[config.mk]
export PLATFORM = sky130hd
export DESIGN_NAME = video_interlacer
export DESIGN_NICKNAME = d
export VERILOG_FILES = /design/src/rtl/video_interlacer.sv
export SDC_FILE = /design/constraint.sdc
export NUM_CORES = 1
export LEC_CHECK = 0
export BUFFER_PORTS_ARGS = -buffer_cell sky130_fd_sc_hd__buf_2
export CAP_MARGIN = 5
export CELL_PAD_IN_SITES_DETAIL_PLACEMENT = 1
export CELL_PAD_IN_SITES_GLOBAL_PLACEMENT = 1
export CORE_MARGIN = 8
export CORE_UTILIZATION = 50
export DETAILED_ROUTE_END_ITERATION = 8
export GPL_TIMING_DRIVEN = 1
export PLACE_DENSITY = 0.84
export SLEW_MARGIN = 20
export SYNTH_ARGS = -nofsm -noshare
export SYNTH_HDL_FRONTEND = slang
export SYNTH_SLANG_ARGS = --single-unit
[constraint.sdc]
create_clock -name clock -period 5.32 [get_ports clock]
set_input_delay 0.798 -clock clock [delete_from_list [all_inputs] [get_ports clock]]
set_output_delay 0.798 -clock clock [all_outputs]
set_load 0.01 [all_outputs]
[src/rtl/video_interlacer.sv]
// Progressive-to-interlaced Avalon-ST video converter. Keeps only the lines of the current field,
// rewrites control packets with per-field line counts and alternates the field after each video packet.
module video_interlacer #(
  parameter int SYMBOLS_PER_BEAT = 3,
  parameter int BITS_PER_SYMBOL  = 8,
  parameter int WIDTH            = 640,
  parameter int HEIGHT           = 480,
  localparam int DATA_WIDTH      = SYMBOLS_PER_BEAT * BITS_PER_SYMBOL
) (
  input  logic                  clock,
  input  logic                  reset,
  input  logic [DATA_WIDTH-1:0] din_data,
  input  logic                  din_valid,
  output logic                  din_ready,
  input  logic                  din_startofpacket,
  input  logic                  din_endofpacket,
  output logic [DATA_WIDTH-1:0] dout_data,
  output logic                  dout_valid,
  input  logic                  dout_ready,
  output logic                  dout_startofpacket,
  output logic                  dout_endofpacket,
  output logic                  field,
  output logic                  err_short,
  output logic [2:0]            dbg_state
);

  localparam logic [2:0] S_IDLE    = 3'd0;
  localparam logic [2:0] S_CTRL_RX = 3'd1;
  localparam logic [2:0] S_CTRL_TX = 3'd2;
  localparam logic [2:0] S_VIDEO   = 3'd3;
  localparam logic [2:0] S_DRAIN   = 3'd4;
  localparam logic [2:0] S_PASS    = 3'd5;

  logic [2:0]            state;
  logic [15:0]           w, h, col, row, lines;
  logic [2:0]            rx_cnt;
  logic [1:0]            tx_cnt;
  logic                  out_free, accept, kept_row, last_kept;
  logic [DATA_WIDTH-1:0] tx_data;

  // Handshake: a beat moves on either port when valid and ready are both high in the same cycle;
  // the output register may only be reloaded when it is empty or being emptied this cycle.
  assign out_free  = !dout_valid || dout_ready;
  assign accept    = din_valid && din_ready;
  assign lines     = 16'(({1'b0, h} + {16'b0, ~field}) >> 1);
  assign kept_row  = (row[0] == field);
  // Within a kept row, row>>1 is the line index inside the field.
  assign last_kept = kept_row && (col == w - 16'd1) && ((row >> 1) == lines - 16'd1);
  assign dbg_state = state;

  always_comb begin
    din_ready = 1'b0;
    if (reset) begin
      case (state)
        S_IDLE, S_PASS:     din_ready = out_free;
        S_CTRL_RX, S_DRAIN: din_ready = 1'b1;
        // Dropped lines drain freely unless they end the packet and must emit a terminator.
        S_VIDEO:            din_ready = (kept_row || din_endofpacket) ? out_free : 1'b1;
        default:            din_ready = 1'b0;
      endcase
    end
  end

  always_comb begin
    case (tx_cnt)
      2'd0:    tx_data = 24'h00000F;
      2'd1:    tx_data = {4'h0, w[7:4], 4'h0, w[11:8], 4'h0, w[15:12]};
      2'd2:    tx_data = {4'h0, lines[11:8], 4'h0, lines[15:12], 4'h0, w[3:0]};
      default: tx_data = {4'h0, (field ? 4'hC : 4'h8), 4'h0, lines[3:0], 4'h0, lines[7:4]};
    endcase
  end

  always_ff @(posedge clock or negedge reset) begin
    if (!reset) begin
      state              <= S_IDLE;
      dout_data          <= '0;
      dout_valid         <= 1'b0;
      dout_startofpacket <= 1'b0;
      dout_endofpacket   <= 1'b0;
      field              <= 1'b0;
      err_short          <= 1'b0;
      col                <= '0;
      row                <= '0;
      rx_cnt             <= '0;
      tx_cnt             <= '0;
      w                  <= 16'(WIDTH);
      h                  <= 16'(HEIGHT);
    end else begin
      err_short <= 1'b0;
      if (dout_valid && dout_ready) dout_valid <= 1'b0;
      case (state)
        S_IDLE: begin
          if (accept && din_startofpacket) begin
            if (din_data[3:0] == 4'hF) begin
              rx_cnt <= 3'd1;
              tx_cnt <= 2'd0;
              state  <= din_endofpacket ? S_CTRL_TX : S_CTRL_RX;
            end else if (din_data[3:0] == 4'h0) begin
              dout_valid         <= 1'b1;
              dout_data          <= din_data;
              dout_startofpacket <= 1'b1;
              col                <= '0;
              row                <= '0;
              if (lines == 16'd0 || w == 16'd0) begin
                dout_endofpacket <= 1'b1;
                if (din_endofpacket) field <= ~field;
                state <= din_endofpacket ? S_IDLE : S_DRAIN;
              end else begin
                dout_endofpacket <= 1'b0;
                state            <= S_VIDEO;
              end
            end else begin
              dout_valid         <= 1'b1;
              dout_data          <= din_data;
              dout_startofpacket <= 1'b1;
              dout_endofpacket   <= din_endofpacket;
              state              <= din_endofpacket ? S_IDLE : S_PASS;
            end
          end
        end
        S_PASS: begin
          if (accept) begin
            dout_valid         <= 1'b1;
            dout_data          <= din_data;
            dout_startofpacket <= din_startofpacket;
            dout_endofpacket   <= din_endofpacket;
            if (din_endofpacket) state <= S_IDLE;
          end
        end
        S_CTRL_RX: begin
          if (accept) begin
            case (rx_cnt)
              3'd1: w[15:4] <= {din_data[3:0], din_data[11:8], din_data[19:16]};
              3'd2: begin
                w[3:0]  <= din_data[3:0];
                h[15:8] <= {din_data[11:8], din_data[19:16]};
              end
              3'd3: h[7:0] <= {din_data[3:0], din_data[11:8]};
              default: ;
            endcase
            if (rx_cnt != 3'd4) rx_cnt <= rx_cnt + 3'd1;
            if (din_endofpacket) begin
              tx_cnt <= 2'd0;
              state  <= S_CTRL_TX;
            end
          end
        end
        S_CTRL_TX: begin
          if (out_free) begin
            dout_valid         <= 1'b1;
            dout_data          <= tx_data;
            dout_startofpacket <= (tx_cnt == 2'd0);
            dout_endofpacket   <= (tx_cnt == 2'd3);
            tx_cnt             <= tx_cnt + 2'd1;
            if (tx_cnt == 2'd3) state <= S_IDLE;
          end
        end
        S_VIDEO: begin
          if (accept) begin
            if (col == w - 16'd1) begin
              col <= '0;
              row <= row + 16'd1;
            end else begin
              col <= col + 16'd1;
            end
            if (kept_row) begin
              dout_valid         <= 1'b1;
              dout_data          <= din_data;
              dout_startofpacket <= 1'b0;
              dout_endofpacket   <= last_kept || din_endofpacket;
              if (last_kept && !din_endofpacket) begin
                state <= S_DRAIN;
              end else if (last_kept || din_endofpacket) begin
                state <= S_IDLE;
                field <= ~field;
              end
            end else if (din_endofpacket) begin
              // Input ended on a discarded line: close the output packet with a blank beat.
              dout_valid         <= 1'b1;
              dout_data          <= '0;
              dout_startofpacket <= 1'b0;
              dout_endofpacket   <= 1'b1;
              err_short          <= 1'b1;
              state              <= S_IDLE;
              field              <= ~field;
            end
          end
        end
        S_DRAIN: begin
          if (accept && din_endofpacket) begin
            state <= S_IDLE;
            field <= ~field;
          end
        end
        default: state <= S_IDLE;
      endcase
    end
  end

endmodule

# Word level (Yosys, flattened, before mapping)
# Cells that the tools add are included.
# totals
reg_bits	101
in_bits	30
# classes
bitwise	1
n_eq_ne	34
reduce_logical	35
addsub	7
mux	94
# op_table
operator	n
24-bit two-way mux	7
16-bit two-way mux	7
24-bit case mux with 4 select lines	1
3-bit two-way mux	22
16-bit case mux with 2 select lines	2
20-bit case mux with 3 select lines	1
1-bit two-way mux	40
16-bit by 1-bit adder with 16-bit output, second input constant	2
16-bit logical NOT	2
16-bit by 1-bit subtractor with 16-bit output, second input constant	2
2-bit inequality test, second input constant	14
3-bit case mux with 6 select lines	1
9-bit AND reduction	2
16-bit by 1-bit adder with 17-bit output	1
15-bit by 16-bit equality test with 1-bit output	1
16-bit equality test	1
3-bit by 2-bit equality test with 1-bit output, second input constant	4
2-bit two-way mux	6
3-bit inequality test, second input constant	4
1-bit case mux with 4 select lines	3
6-bit AND reduction	2
5-bit AND reduction	2
3-bit AND reduction	3
1-bit logical AND	7
other kinds (23)	34

# Longest topological paths before layout
# Gate-level depths: netlist (run 1).
# depth
ltp_word	11
ltp_mapped	12
ltp_nobuf	11

# Worst setup path before layout (run 1)
# OpenSTA, ideal clock, no wires.
# synth_path
path_kind	register to register
from	register h[7]
to	register state[0], in the netlist dbg_state[0]
period_less_slack_ps	3288
t_arrival_ps	3154
path_slack_ps	2032
path_stages_with_launch	11
required_ps	5186
path_cell_list	dfstp_2 -> clkbuf_1 -> nand4_1 -> nor4_1 -> xor2_1 -> or4b_1 -> xor2_1 -> o31ai_1 -> nand3_1 -> nor3_1 -> o31ai_1
# synth_via
elab_chain_len	9
elab_cells_between_ends	18
# synth_rtl
item	line_no	text
start: declaration	35	logic [15:0] w, h, col, row, lines;
start signal: assignment	87	h <= 16'(HEIGHT);
start signal: assignment	138	3'd3: h[7:0] <= {din_data[3:0], din_data[11:8]};
16-bit by 1-bit adder with 17-bit output (*)	45	assign lines = 16'(({1'b0, h} + {16'b0, ~field}) >> 1);
16-bit by 1-bit subtractor with 16-bit output	48	assign last_kept = kept_row && (col == w - 16'd1) && ((row >> 1) == lines - 16'd1);
15-bit by 16-bit equality test with 1-bit output	48	
1-bit logical AND	48	
1-bit logical AND	171	if (last_kept && !din_endofpacket) begin
3-bit two-way mux	171	
3-bit two-way mux	166	if (kept_row) begin
3-bit two-way mux	159	if (accept) begin
3-bit case mux with 6 select lines	91	case (state)
end signal: assignment	97	state <= din_endofpacket ? S_CTRL_TX : S_CTRL_RX;
end signal: assignment	107	state <= din_endofpacket ? S_IDLE : S_DRAIN;
end signal: assignment	117	state <= din_endofpacket ? S_IDLE : S_PASS;
end: declaration	34	logic [2:0] state;
# Mark *: on every way between the ends. The rest lies on a longest branch, timed or not. The select of a mux whose other input is x is not followed.
# A chain may end at the register's enable or synchronous reset.

# Worst setup path in the final report (run 1)
# layout_path
from	register w[0]
to	register row[3]
# layout_via
elab_chain_len	4
# layout_rtl
item	line_no	text
start: declaration	35	
start signal: assignment	86	w <= 16'(WIDTH);
start signal: assignment	135	w[3:0] <= din_data[3:0];
16-bit by 1-bit subtractor with 16-bit output	160	if (col == w - 16'd1) begin
16-bit equality test	160	
2-bit inequality test (no line)	--	
6-bit AND reduction (no line)	--	
end signal: assignment	162	row <= row + 16'd1;
end: declaration	35	
# No other way between the ends.

==> results of run 1 <==
## tightest hold or removal path, delay by kind of cell, from the launching register on
family | cells | cell delay (ps)
flops | 1 | 340
compound gates | 1 | 100
simple gates | 1 | 50
## layout by cell type, fill, tap and decap left out, drive strengths merged, types with 6 or more instances in the layout
cell type   n
a2111oi     6
a21oi      33
a221oi      7
a22oi      12
and2       11
and3       20
buf        70
clkbuf     10
dfrtp      95
dfstp       6
ha         14
inv        35
mux2       34
mux2i       9
nand2      60
nand2b      9
nand3      41
nand4      24
nor2       62
nor2b       6
nor3       15
nor4       11
o21ai      52
o31ai      11
or3        12
xnor2      33
xor2       35
## registers in the layout, summed over array words and instances, names as in the netlist, 2 cells and up
register / cells
row: 16
dbg_state: 3
col: 16
w: 16
dout_data: 24
tx_cnt: 2
rx_cnt: 3
h: 16
## how the worst max path moves through the flow
| stage | slack [ps] | endpoint | cells after the start | startpoint |
|---|---|---|---|---|
| 2_1_floorplan | 2030 | dbg_state[0]$_DFFE_PN0P_ | 10 | h[7]$_DFFE_PN1P_ |
| 3_3_place_gp | 1530 | row[3]$_DFFE_PN0P_ | 9 | w[5]$_DFFE_PN0P_ |
| 3_5_place_dp | 1220 | row[3]$_DFFE_PN0P_ | 9 | w[0]$_DFFE_PN0P_ |
| 4_1_cts | 1190 | row[3]$_DFFE_PN0P_ | 9 | w[0]$_DFFE_PN0P_ |
| 5_1_grt | 870 | row[3]$_DFFE_PN0P_ | 9 | w[5]$_DFFE_PN0P_ |
| 6_report | 1110 | row[3]$_DFFE_PN0P_ | 9 | w[0]$_DFFE_PN0P_ |
## per-stage QoR
step,setup slack (ps),util [%]
detailed placement,1220,53.5
floorplan,2030,-
global placement,1530,53.5
global route,867,55.6
CTS,1190,55.6
finish,1110,55.6
## layout make-up
cell class	count	area (µm²)	share of cell area [%]
sequential	101	2530	33.4
clock buffer	10	229	3.01
timing repair buffer	70	373	4.91
tap	180	225	2.96
multi-input combinational	595	4040	53.2
clock inverter	5	62.6	0.823
inverter	35	131	1.73
## logic make-up (layout without fill, tap and decap cells)
| family | Yosys count | count (layout) | synth area share, % |
|---|---|---|---|
| compound gates | 174 | 174 | 17.0 |
| buf+inv | 79 | 120 | 4.49 |
| simple gates | 291 | 291 | 21.9 |
| mux | 43 | 43 | 6.87 |
| fa+ha+maj | 14 | 14 | 2.54 |
| flops | 101 | 101 | 36.8 |
| xor+xnor | 73 | 73 | 10.3 |
## per-layer routing
layer	up-vias	GRT usage (%)	share of wire (%)
met2	225	41.3	48
met1	3250	34.1	44
met3	40	4.78	6.3
met5	-	0	0
li1	2892	-	-
met4	0	9.73	2.6
## where the power goes
group	internal [mW]	switching (mW)	leakage (nW)
logic	0.857	1.25	1.93
registers	0.998	0.311	1.30
clock network	0.364	0.306	0.135
total	2.22	1.87	3.37
==> impl_results.md, run 1 <==
* CTS tree: done
* Cell family with most CP delay: simple AND/OR/NAND/NOR gates
* Top Ports at 63
* PD cells at between 500 and 600 nW/µm²
* Highest clock rate at about 0.24 GHz
* Relative slew slack at 26.7%
* Die X-Extent at ~130 µm
* Critical path peak fanout at 18
* Hold Path Sink: dout_data[16]$_DFFE_PN0P_
* FF-to-FF Start: w[0]$_DFFE_PN0P_
* R2R cell count at 9
* Final Cycle Share at between 70% and 80%
* Pleak at between 3 and 4 nW
* Top FF cell, synth: dfrtp_1
* Average vias per placed instance at around 6.4
* Non-Filler Instances at roughly 1000
* H-Tree Depth at 3
* Insertion delay to the later sink of the worst-skew pair at 360 ps
* Setup CP Type: reg -> reg
* Most common cell in the netlist: dfrtp_1
* Post-synth top cells: 95 x dfrtp_1, 62 x nor2_1, 60 x nand2_1
* Data arrival, critical path at around 4500 ps
* Clock slew at reported path FFs at ~70 ps
* Hold Path Class: reg -> reg
* Initial antenna violation count at 0
* Clock Skew at 9.22 ps
* Die H at about 130 µm
* Final slew viol count at 0
* Max clock buf depth at 2
* Initial DRT Pass Iterations at 5
* Power, Total at 4.09 mW
* Vias at roughly 6400
* DIE AREA at approximately 18000 µm²
* Most used cell, CP: o31ai_1
* Ant. Diodes at 0
* Min cycle time layout at between 4000 and 5000 ps
* Placeable Area at approximately 14000 µm²
* Worst-Margin Slew at about 1100 ps
* I/O Buffers at between 60 and 70
* CP cell instances: nor4_1 -> nand4_1 -> o31ai_1 -> a221oi_1 -> or4b_4 -> o31ai_4 -> and2_1 -> nand2_1 -> o31ai_1
* Synth top area cells: dfrtp_1 35%, mux2_2 5.6%, xor2_1 4.5%
* RR Endpoint: row[3]$_DFFE_PN0P_
* Unique masters post-synth at 70
* Hold-fix buffers, CTS at 0
* Max Cap Viol at 0
* Yosys top cell area share at 34.5%
* Routed Wire Length at about 23000 µm
* Final Cell Area at roughly 7600 µm²
* Post-Syn Area at 6890 µm²
* Hold Vio Cnt, Final at 0
* Leading area contributor after synthesis: dfrtp_1
* VDD IR max at around 0.22 mV
* Setup repair bufs after CTS at 0
* Synth Instances at 775
* Post-DP HPWL at 17400 µm
* Slowest CP cell: nor4_1
* Global placement routability congestion at 1.02
* CTS root buf: clkbuf_16
* Outcome: completed
* Placed Cells at ~980
* Post-CTS Resized at 0
* Share of cells above drive strength 1 at about 17%
* Number of flops mapped to enable cells by yosys at 0
* Initial DRC Count at 768
* Cts bufs inserted at 9
* Initial Utilization at about half
* Setup violators final at 0
* RSZ-0062 raised after global routing: no
* Ys async rst share at 100%
* Crit end category: register
* # fillers at between 1500 and 2000
* Core Rows at 43
* Post-Syn Area per Cell at between 8 and 9 µm²
* WP buf/inv at 0
* Worst R2R Setup Slack at 1110 ps
* Total GRT Usage at roughly a quarter
* Hold Startpoint: dout_data[16]$_DFFE_PN0P_
* Hold depth at 2
* WL per Instance at 23.1 µm
* Global-route wire length before repair at 36500 µm
* Largest net degree at the start of global routing at between 50 and 60
* Post-layout net count at between 800 and 900
* Sequential area share after synthesis at between 30% and 40%
* CP startpoint kind: register
* GR Overflow Total at 0
* Area grow syn2layout at 10.4%
* Placed inst area at between 7000 and 8000 µm²
* Mapped Nets at 819
* Worst path max stage delay at around 950 ps
* Warnings, synthesis at 0
* Setup tns final at 0 ps
* Clock sinks at 101
* Hold Slack at around 530 ps
* DRC Markers at 0
* Req. time, crit path at roughly 5600 ps
* ANT nets after route at 0
* Vias in the first global route at 6493
* Synth Register Bits at between 100 and 150
No activity file was read; power rests on OpenSTA's default activity.
==> run 2, diff against run 1 <==
Settings changed: CORE_UTILIZATION 50 to 42, PLACE_DENSITY 0.84 to 0.75.
Clock period 5.32 ns to 3.8 ns, I/O delays scaled along.
==> run 2 against run 1 <==
Sequential cell count unchanged. Critical path depth rose by 2. Core utilization decreased by 7.3 points. Critical endpoint unchanged. Largest power group unchanged. First-iteration DRC count fell by 51%.
==> impl_results.md, run 2 (synthesized netlist as in run 1, its figures left out) <==
* Outcome: completed
* Vias at 6300
* Initial DRC Count at ~370
* Min cycle time layout at 3600 ps
* Clock sinks at 101
* Final Cycle Share at between 90% and 100%
* H-Tree Depth at 3
* CTS root buf: clkbuf_16
* Initial antenna violation count at 0
* Critical path peak fanout at 7
* CTS tree: done
* Area of the multi-input gates at between 4000 and 5000 µm²
* DIE AREA at 20700 µm²
* Share of cells above drive strength 1 at 19.7%
* Global-route wire length before repair at roughly 37000 µm
* Met3 routed WL at between 1000 and 1500 µm
* Core Rows at 47
* Biggest register: dout_data
* Largest net degree at the start of global routing at 59
* DRC Markers at 0
* Reg area at around 2500 µm²
* Routed Wire Length at about 23000 µm
* Req. time, crit path at around 4100 ps
* Cts bufs inserted at 9
* Top sig layer: met4
* Max reg flops at 24
* Post-DP HPWL at 17500 µm
* Most common cell after layout, fill and taps aside: dfrtp_1
* WL per Instance at 21.9 µm
* Total GRT Usage at 23.2%
* Top Ports at 63
* VDD IR max at 0.247 mV
* Worst path max stage delay at around 530 ps
* Hold Path Class: in -> async
* # fillers at slightly below 2000
* Crit end category: register
* Setup violators final at 0
* PD cells at between 700 and 800 nW/µm²
* Final Cell Area at between 7000 and 8000 µm²
* Final core occ at about half
* Most frequent cells in the layout: 95 x dfrtp_1, 62 x nor2_1, 61 x buf_2
* Clock Skew at between 6 and 7 ps
* GR Overflow Total at 0
* Initial Utilization at between 40% and 50%
* Die X-Extent at approximately 140 µm
* CP startpoint kind: register
* Area grow syn2layout at 14.2%
* Pleak at around 3.5 nW
* Vias in the first global route at 6551
* Average vias per placed instance at ~5.9
* Hold Slack at about 370 ps
* Ant. Diodes at 0
* Max Cap Viol at 0
* Final slew viol count at 0
* Clock slew at reported path FFs at about 70 ps
* Worst-Margin Slew at 966 ps
* Max clock buf depth at 2
* Met1 wire length at 10200 µm
* Highest clock rate at 0.277 GHz
* Data arrival, critical path at a little under 4000 ps
* Insertion delay to the later sink of the worst-skew pair at between 300 and 400 ps
* ANT nets after route at 0
* Initial DRT Pass Iterations at 5
* Power, Total at 5.96 mW
* CP cell instances: inv_1 -> ha_1 -> or3b_2 -> or3_1 -> a21oi_1 -> o21ai_0 -> or4b_4 -> o31ai_4 -> and2_2 -> nand2_1 -> o31ai_1
* Hold Vio Cnt, Final at 0
* Met2 routed WL at 10800 µm
* I/O Buffers at 62
* Placed inst area at about 7500 µm²
* Global placement routability congestion at between 0.8 and 0.9
* Post-layout net count at roughly 880
* Slowest CP cell: or4b_4
* Die H at roughly 140 µm
* Placeable Area at 16300 µm²
* Setup CP Type: reg -> reg
* Relative slew slack at approximately a third
run 2: layout make-up:
cell class | count | area share, %
Inverter | 35 | 1.67
Timing Repair Buffer | 92 | 6.89
Clock inverter | 4 | 0.700
Sequential cell | 101 | 32.2
Tap cell | 220 | 3.50
Clock buffer | 12 | 3.26
Multi-Input combinational cell | 595 | 51.7
run 2: worst paths after layout:
check	start	end	slack (ps)	depth (start not counted)
min in group clock	din_data[13]	dout_data[13]$_DFFE_PN0P_	450	3
worst max-delay path	w[0]$_DFFE_PN0P_	row[3]$_DFFE_PN0P_	200	11
worst max register to register	w[0]$_DFFE_PN0P_	row[3]$_DFFE_PN0P_	200	11
worst min register to register	dout_data[9]$_DFFE_PN0P_	dout_data[9]$_DFFE_PN0P_	520	2
worst min-delay path	reset	col[14]$_DFFE_PN0P_	370	2
max in group asynchronous	reset	rx_cnt[2]$_DFFE_PN0P_	2270	3
run 2: report_power, final:
group,switching (mW),total [mW],internal (mW)
Sequential,0.413,1.81,1.40
Combinational,1.84,3.16,1.32
Clock,0.435,0.986,0.551
run 2: timing repair:
item	4_1_cts	5_1_grt
resized for setup	0	7
hold buffers	0	0
setup endpoints to repair	0	6
setup buffers	0	4
run 2: critical path, delay by kind of cell (launching register included):
family,cells,cell delay [ps]
AOI/OAI and AO/OA,4,970
adders and majority gates,1,190
buffers and inverters,1,90
and+or+nand+nor,5,1790
DFF,1,470
run 2: per-stage QoR:
stage	setup WS [ps]	instances	TNS, ps
after floorplan	512	775	0
after global placement	378	1039	0
after detailed placement	214	1039	0
after CTS	199	1055	0
after global routing	-18.4	1059	-34.5
final	195	1059	0
run 2: metal layers:
metal,global-route usage (%),vias to the layer above
met2,36.8,187
met5,0,-
met3,3.86,40
met1,30.6,3138
met4,10.3,0
li1,-,2935
